File: config.mk
export PLATFORM = sky130hd
export DESIGN_NAME = free_list
export DESIGN_NICKNAME = d
export VERILOG_FILES = /design/src/rtl/free_list.sv
export SDC_FILE = /design/constraint.sdc
export NUM_CORES = 2
export LEC_CHECK = 0
export ABC_AREA = 1
export CELL_PAD_IN_SITES_DETAIL_PLACEMENT = 0
export CELL_PAD_IN_SITES_GLOBAL_PLACEMENT = 2
export CORE_MARGIN = 5
export CORE_UTILIZATION = 35
export CTS_CLUSTER_SIZE = 30
export DETAILED_ROUTE_END_ITERATION = 10
export GPL_TIMING_DRIVEN = 0
export PLACE_DENSITY = 0.81
export SYNTH_ARGS = -nofsm -noshare
export SYNTH_HDL_FRONTEND = slang
export SYNTH_SLANG_ARGS = --single-unit
File: constraint.sdc
create_clock -name clock -period 28.1 [get_ports clock]
set_clock_uncertainty 0.1 [all_clocks]
set_input_delay 5.62 -clock clock [delete_from_list [all_inputs] [get_ports clock]]
set_output_delay 5.62 -clock clock [all_outputs]
set_load 0.02 [all_outputs]
File: src/rtl/free_list.sv
// Physical-register free list: hands out destination tags at dispatch, reclaims old tags at retire.
// Latency: T_idx/FL_valid/free_count are combinational; pops, pushes and restores commit at the next edge with en=1.
// Backpressure: FL_valid drops when the bundle needs more tags than are free or a rollback is in progress; no pop then.
//
// Ports:
//   clock, reset        clock and asynchronous active-high reset
//   en                  global stall, 0 freezes every register
//   dispatch_en         2-wide bundle dispatching; dest_zero[i] marks lanes without a destination
//   ROB_idx             ROB slots of the two lanes; their checkpoints are written on an accepted dispatch
//   retire_en/Told_idx  old tags handed back by retiring lanes (lane 0 pushed first)
//   rollback_en         restore head from the checkpoint at ROB_rollback_idx
//   T_idx               tags for this cycle's bundle; FL_valid says they may be used
//   free_count          tail - head
module free_list #(
  parameter  int NUM_PR   = 64,
  parameter  int NUM_ARCH = 32,
  parameter  int NUM_ROB  = 32,
  parameter  int ZERO_PR  = 31,
  localparam int PRW      = $clog2(NUM_PR),
  localparam int RW       = $clog2(NUM_ROB)
) (
  input  logic                     clock,
  input  logic                     reset,
  input  logic                     en,
  input  logic                     dispatch_en,
  input  logic [1:0]               dest_zero,
  input  logic [1:0][RW-1:0]       ROB_idx,
  input  logic [1:0]               retire_en,
  input  logic [1:0][PRW-1:0]      Told_idx,
  input  logic                     rollback_en,
  input  logic [RW-1:0]            ROB_rollback_idx,
  output logic [1:0][PRW-1:0]      T_idx,
  output logic                     FL_valid,
  output logic [PRW:0]             free_count
);

  localparam logic [PRW-1:0] ZERO_TAG = PRW'(ZERO_PR);

  // Circular tag storage and pointers; the extra pointer bit separates full from empty.
  logic [PRW-1:0] fl_q   [NUM_PR];
  logic [PRW-1:0] fl_d   [NUM_PR];
  logic [PRW:0]   head_q, head_d;
  logic [PRW:0]   tail_q, tail_d;
  // Head value to return to when the instruction in each ROB slot is squashed.
  logic [PRW:0]   ckpt_q [NUM_ROB];
  logic [PRW:0]   ckpt_d [NUM_ROB];

  logic [1:0]     need;
  logic [PRW:0]   head_lane1;
  logic           enough;
  logic           pop;
  logic           push0;
  logic           push1;
  logic [PRW-1:0] tail_lane1_idx;

  always_comb begin
    need       = {1'b0, ~dest_zero[0]} + {1'b0, ~dest_zero[1]};
    // Lane 1 reads one slot further only when lane 0 consumed a tag.
    head_lane1 = head_q + {{PRW{1'b0}}, ~dest_zero[0]};
    free_count = tail_q - head_q;
    enough     = free_count >= {{(PRW-1){1'b0}}, need};

    T_idx[0]   = dest_zero[0] ? ZERO_TAG : fl_q[head_q[PRW-1:0]];
    T_idx[1]   = dest_zero[1] ? ZERO_TAG : fl_q[head_lane1[PRW-1:0]];
    FL_valid   = !rollback_en && enough;

    // A dispatch without enough free tags is dropped rather than underflowing head.
    pop        = dispatch_en && !rollback_en && enough;
    push0      = retire_en[0] && (Told_idx[0] != ZERO_TAG);
    push1      = retire_en[1] && (Told_idx[1] != ZERO_TAG);
    tail_lane1_idx = tail_q[PRW-1:0] + {{(PRW-1){1'b0}}, push0};

    fl_d   = fl_q;
    ckpt_d = ckpt_q;
    head_d = head_q;
    tail_d = tail_q + {{PRW{1'b0}}, push0} + {{PRW{1'b0}}, push1};

    if (push0) fl_d[tail_q[PRW-1:0]] = Told_idx[0];
    if (push1) fl_d[tail_lane1_idx]  = Told_idx[1];

    if (rollback_en) begin
      head_d = ckpt_q[ROB_rollback_idx];
    end else if (pop) begin
      // Each lane's checkpoint is the head just after its own allocation,
      // so a rollback to that slot keeps the lane's tag and frees everything younger.
      ckpt_d[ROB_idx[0]] = head_lane1;
      ckpt_d[ROB_idx[1]] = head_q + {{(PRW-1){1'b0}}, need};
      head_d             = head_q + {{(PRW-1){1'b0}}, need};
    end
  end

  always_ff @(posedge clock or posedge reset) begin
    if (reset) begin
      for (int i = 0; i < NUM_PR; i++) begin
        fl_q[i] <= (i < NUM_PR - NUM_ARCH) ? PRW'(NUM_ARCH + i) : '0;
      end
      for (int r = 0; r < NUM_ROB; r++) begin
        ckpt_q[r] <= '0;
      end
      head_q <= '0;
      tail_q <= (PRW+1)'(NUM_PR - NUM_ARCH);
    end else if (en) begin
      fl_q   <= fl_d;
      ckpt_q <= ckpt_d;
      head_q <= head_d;
      tail_q <= tail_d;
    end
  end

endmodule

Word-level counts from Yosys, hierarchy flattened
Index checks and enable logic that the tools add are counted.
Widths: inputs -> output; s select.
{ "totals": {"output_inout_bits": 20, "reg_bits": 622, "wordCells": 169, "in_bits": 36} }
{ "op_classes": {"bitwise": 10, "n_lt_le_gt_ge": 12, "reduce_logical": 13, "n_addsub": 7, "mux": 27, "n_eq_ne": 2} }
{ "ops": {"columns": ["cell", "count"], "rows": [
  ["$bwmux 384", 2],
  ["$mux 384", 2],
  ["$bwmux 224", 2],
  ["$bmux 6 s6", 2],
  ["$demux 6 s6", 2],
  ["$demux 7 s5", 2],
  ["$mux 6", 8],
  ["$mux 7", 6],
  ["$bmux 7 s5", 1],
  ["$ge 7x7->1 const B", 4],
  ["$not 6->7", 4],
  ["$add 7x1->7", 3],
  ["$ge 6x6->1 const B", 3],
  ["$not 5->6", 3],
  ["$lt 7x1->1 const B", 2],
  ["$lt 6x1->1 const B", 2],
  ["$ne 6x5->1 const B", 2],
  ["$logic_and 1x1->1", 9],
  ["$add 7x2->7", 1],
  ["$ge 7x2->1", 1],
  ["$sub 7x7->7", 1],
  ["$add 6x1->6", 1],
  ["$not 1->1", 3],
  ["$reduce_and 3->1", 1],
  ["4 further kinds", 4]
]} }

Longest topological paths before layout
{ "logic_depth": {"depth_word": 10, "ltp_mapped": 21, "depth_no_buf": 16} }

Worst setup path before layout
No wires, ideal clock.
{ "synth_path": {"kind": "input port to output port", "from": "in dest_zero[0]", "to": "out T_idx[11] in the netlist's numbering", "slack_ps": 14895, "required_ps": 22380, "n_path_buf": 2, "path_stages": 13, "t_arrival_ps": 7485, "cell_sequence": "inv_1 ha_1 ha_1 clkbuf_1 clkbuf_1 a21oi_1 o21ai_0 nand3_1 nand3_1 o21ai_0 nor2_1 nor2_1 nor2_1"} }
{ "synth_rtl": {"columns": ["item", "line_no", "source"], "rows": [
  ["start: declaration", "26", "input logic [1:0] dest_zero,"],
  ["end: declaration", "32", "output logic [1:0][PRW-1:0] T_idx,"]
]} }

==> tab_implementation.tex <==
\begin{tabular}{lr}
\hline
Metric & Value \\
\hline
\multicolumn{2}{l}{\textbf{Status}} \\
\quad Result of the run & finished with violations \\
\quad Failing checks & max-capacitance violations, max-slew violations \\
\multicolumn{2}{l}{\textbf{Detailed routing}} \\
\quad Total wirelength of the detailed-routed design & 343000 µm \\
\quad Per-cell routed wire length & 34.0 µm \\
\quad Routed via count divided by cell count & about 6.3 \\
\quad Vias & 63300 \\
\quad Antenna violation net count after detailed routing & 0 \\
\quad First-pass iteration count of the detailed router & 7 \\
\quad Number of DRC markers in iteration 0 & around 11000 \\
\quad DR DRC count & 0 \\
\multicolumn{2}{l}{\textbf{Critical path}} \\
\quad Crit-path cells & clkdlybuf4s50\_1, inv\_1, ha\_1, buf\_2, clkbuf\_1, clkbuf\_1, nand2\_1, nand3\_1, nand3\_1, nand2\_1, nand2\_1, nand3\_1, nand3\_1, nand3\_1, clkdlybuf4s50\_1 \\
\quad Top cell family by delay on the critical path & buffers and inverters \\
\quad Arrival time at the worst endpoint & $\sim$11 ns \\
\quad Critical path endpoint category & output pin \\
\quad Critical path's most frequent cell & sky130\_fd\_sc\_hd\_\_nand3\_1 \\
\quad Largest incremental delay on the critical path & around 1.2 ns \\
\quad Kind of launch point of the worst setup path & input pin \\
\quad Number of buffer and inverter instances along the worst setup path & 6 \\
\quad Max FO, Critical Path & 10 \\
\quad Reg2Reg Launch Point & head\_q[2] \\
\quad Minimum setup slack among reg-to-reg paths & 23.21 ns \\
\quad R2R cell count & 14 \\
\quad Slowest cell on crit path & sky130\_fd\_sc\_hd\_\_clkbuf\_1 \\
\quad Reg-to-Reg End & ckpt\_q[197] \\
\quad Crit Path Category & in2out \\
\quad Data required time of the critical path & roughly 22 ns \\
\quad Launching element of the worst setup path & dest\_zero[0] \\
\multicolumn{2}{l}{\textbf{Synthesis}} \\
\quad Avg Inst Size Synth & 6.14 µm² \\
\quad Share of flip-flops with an asynchronous set or reset after synthesis & between 90\% and 100\% \\
\quad Synth Instances & approximately 8000 \\
\quad Number of distinct library cells after synthesis & 36 \\
\quad Most common flop cell mapped by yosys & sky130\_fd\_sc\_hd\_\_dfrtp\_1 \\
\quad Synthesized flop and latch total & 622 \\
\quad Sequential area share after synthesis & between 30\% and 40\% \\
\quad Number of flops mapped to enable cells by yosys & 0 \\
\quad Yosys synthesis warning count & 0 \\
\quad Synthesized cell area & slightly below 50000 µm² \\
\quad Post-Synthesis Net Count & between 8000 and 9000 \\
\multicolumn{2}{l}{\textbf{Timing}} \\
\quad Achievable frequency & 60.4 MHz \\
\quad Worst slack on hold paths & 0.377 ns \\
\quad Post-layout minimum cycle time & approximately 17 ns \\
\quad Worst-Margin Slew & 1.73 ns \\
\quad Setup violations, final & 0 \\
\quad Final slew viol count & 130 \\
\quad Slew Limit Headroom & -15.0\% \\
\quad Number of endpoints with negative hold slack in the final report & 0 \\
\quad Period utilisation layout & between 50\% and 60\% \\
\quad Unrepaired setup endpoints after global routing & no \\
\quad Setup slack after layout & between 10 and 15 ns \\
\multicolumn{2}{l}{\textbf{Placement}} \\
\quad Post-DP HPWL & $\sim$250000 µm \\
\quad Post-placement setup slack & 11.82 ns \\
\quad Placed Cells & 9895 \\
\quad Number of buffers added on ports & 47 \\
\quad RePlAce Congestion & about 1.1 \\
\multicolumn{2}{l}{\textbf{Cells and area}} \\
\quad Fill cell total of the finished layout & about 16000 \\
\quad Area taken by flip-flops and latches & 15700 µm² \\
\quad Layout net count & roughly 8200 \\
\quad Non-filler instance count after layout & 10100 \\
\quad Most common cell after layout, fill and taps aside & sky130\_fd\_sc\_hd\_\_nand2\_1 \\
\quad Layout cells sized above 1 & approximately 6.5\% \\
\quad Area of the multi-input gates & 29000 µm² \\
\quad Most frequent cells in the layout & sky130\_fd\_sc\_hd\_\_nand2\_1, sky130\_fd\_sc\_hd\_\_nand3\_1, sky130\_fd\_sc\_hd\_\_dfrtp\_1 \\
\quad Area growth, synth to finish & 12.3\% \\
\multicolumn{2}{l}{\textbf{Power and ir drop}} \\
\quad Max IR drop VDD & between 0.00007 and 0.00008 V \\
\quad Power density cells & roughly 100 nW/µm² \\
\quad Leakage dissipation & around 25 nW \\
\multicolumn{2}{l}{\textbf{Clock network}} \\
\quad Number of setup buffers added after CTS & 0 \\
\quad Quantity of hold-fixing buffers added after cts & 0 \\
\quad CTS clk-pin slew, worst paths & $\sim$0.050 ns \\
\quad Clk sinks & approximately 620 \\
\quad Clock latency on the worst-skew pair & $\sim$0.75 ns \\
\quad Max H-tree Level & 3 \\
\quad Root Buffer Master & sky130\_fd\_sc\_hd\_\_clkbuf\_16 \\
\quad TritonCTS Buffers & 84 \\
\quad Buffer levels on the longest clock path & 3 \\
\quad Post-cts gate resize count & 0 \\
\quad CTS tree & done \\
\multicolumn{2}{l}{\textbf{Worst hold path}} \\
\quad Worst-case hold path end point & ckpt\_q[123] \\
\quad Hold/Removal Path Class & reg2reg \\
\quad Hold-critical path depth & 2 \\
\quad Hold\_sp & ckpt\_q[123] \\
\multicolumn{2}{l}{\textbf{Floorplanning}} \\
\quad I/O pin cnt & 56 \\
\quad Core area & around 140000 µm² \\
\quad Effective utilization at floorplan & a little over a third \\
\quad Vertical extent of the die & 384 µm \\
\quad Number of rows in the core area & between 100 and 150 \\
\quad Die Width & around 380 µm \\
\quad DIE AREA & 147000 µm² \\
\multicolumn{2}{l}{\textbf{Global routing}} \\
\quad Grt total ovfl & 0 \\
\quad Initial antenna violation count & 33 \\
\quad Global-route usage over all layers & 44.7\% \\
\quad First-pass GRT wire length & between 400000 and 500000 µm \\
\quad Maximum number of pins on one net before global-route repair & between 100 and 150 \\
\quad Vias in the first global route & between 50000 and 60000 \\
\multicolumn{2}{l}{\textbf{Run}} \\
\quad Max-cap violation count & 14 \\
\hline
\end{tabular}
area by class of cell:
cell class	instances	share of cell area (%)
clock inverters	20	0.595
plain buffers	670	5.19
multi-input cells	6307	52.8
inverters	363	2.50
diodes	10	0.0456
clock buffers	137	4.73
repair buffers	57	1.25
well taps	1876	4.28
flip-flops and latches	622	28.6
metrics by stage:
step | setup TNS, ns | utilization, % | area [µm²] | power [W]
2_1_floorplan | 0 | - | 48900 | 0.00294
3_3_place_gp | -2597.69 | 37.1 | 51700 | 0.00431
3_5_place_dp | 0 | 37.3 | 51900 | 0.00434
4_1_cts | 0 | 39.4 | 54800 | 0.00553
5_1_grt | 0 | 39.4 | 54900 | 0.00585
6_report | 0 | 39.4 | 54900 | 0.00573
worst min-delay path: cells and delay by family, from the launching register on:
kind / cells / cell delay [ns]
flops: 1 / 0.34
simple gates: 2 / 0.11
cell usage after synthesis, types with 3 or more instances:
library cell               count  share of area [%]
sky130_fd_sc_hd__nand2_1    3043                 23
sky130_fd_sc_hd__nand3_1    1562                 16
sky130_fd_sc_hd__dfrtp_1     509                 26
sky130_fd_sc_hd__o21ai_0     405                4.1
sky130_fd_sc_hd__clkbuf_1    373                2.9
sky130_fd_sc_hd__inv_1       343                2.6
sky130_fd_sc_hd__a21oi_1     302                3.1
sky130_fd_sc_hd__nor2_1      245                1.9
sky130_fd_sc_hd__nand4_1     227                2.9
sky130_fd_sc_hd__o22ai_1     224                2.9
sky130_fd_sc_hd__buf_2       171                1.8
sky130_fd_sc_hd__dfstp_2     113                6.1
sky130_fd_sc_hd__buf_1        96               0.74
sky130_fd_sc_hd__o211ai_1     78                1.2
sky130_fd_sc_hd__a21boi_0     67                1.0
sky130_fd_sc_hd__nor2_4       30               0.69
sky130_fd_sc_hd__a21boi_1     29               0.45
sky130_fd_sc_hd__buf_4        29               0.45
sky130_fd_sc_hd__o21ai_1      24               0.25
sky130_fd_sc_hd__inv_2        18               0.14
sky130_fd_sc_hd__ha_1         16               0.41
sky130_fd_sc_hd__xor2_1       10               0.18
sky130_fd_sc_hd__nor3_1        9              0.092
sky130_fd_sc_hd__nand2_2       6              0.077
sky130_fd_sc_hd__nor3_2        5               0.10
sky130_fd_sc_hd__nor2_2        4              0.051
sky130_fd_sc_hd__or2_2         4              0.051
sky130_fd_sc_hd__fa_1          3               0.12
sky130_fd_sc_hd__nand3b_1      3              0.046
sky130_fd_sc_hd__xnor2_1       3              0.054
how the worst max path moves through the flow:
stage | to | slack (ns) | cells past startpoint
global placement | fl_q[261] | -5.25 | 2
CTS | T_idx[10] | 11.80 | 15
detailed placement | T_idx[10] | 11.82 | 15
global route | T_idx[10] | 11.69 | 15
floorplan | ckpt_q[0] | 5.15 | 1
finish | T_idx[8] | 11.53 | 15
cells by family (layout without fill, tap and decap cells):
| family | Yosys count | in the layout | share of synthesized area, % |
|---|---|---|---|
| flops | 622 | 622 | 32.2 |
| compound gates | 1129 | 1129 | 13.0 |
| fa+ha+maj | 19 | 19 | 0.533 |
| xor+xnor | 15 | 15 | 0.300 |
| buf+inv | 1033 | 1247 | 8.61 |
| other cells | 0 | 10 | 0 |
| simple gates | 5144 | 5144 | 45.4 |
metal layers:
layer  wire (µm)  vias to the layer above  global-route usage [%]
met5         253                        -                   0.794
met4       26400                       16                    27.8
met3       41000                     1067                    11.4
met2      138000                     4587                    63.7
met1      136000                    30700                    60.3
li1            -                    26900                       -
report_power, final:
| group | switching, W | total, W | internal (W) | leakage (nW) |
|---|---|---|---|---|
| combinational | 0.00218 | 0.00291 | 0.000730 | 15.7 |
| clock | 0.000496 | 0.00118 | 0.000687 | 1.43 |
| sequential | 0.000453 | 0.00163 | 0.00118 | 8.13 |
sequential cells by signal, summed over array words and instances (netlist names):
| signal | cells |
|---|---|
| ckpt_q | 224 |
| tail_q | 7 |
| head_q | 7 |
| fl_q | 384 |
(Power assumes the default switching activity.)
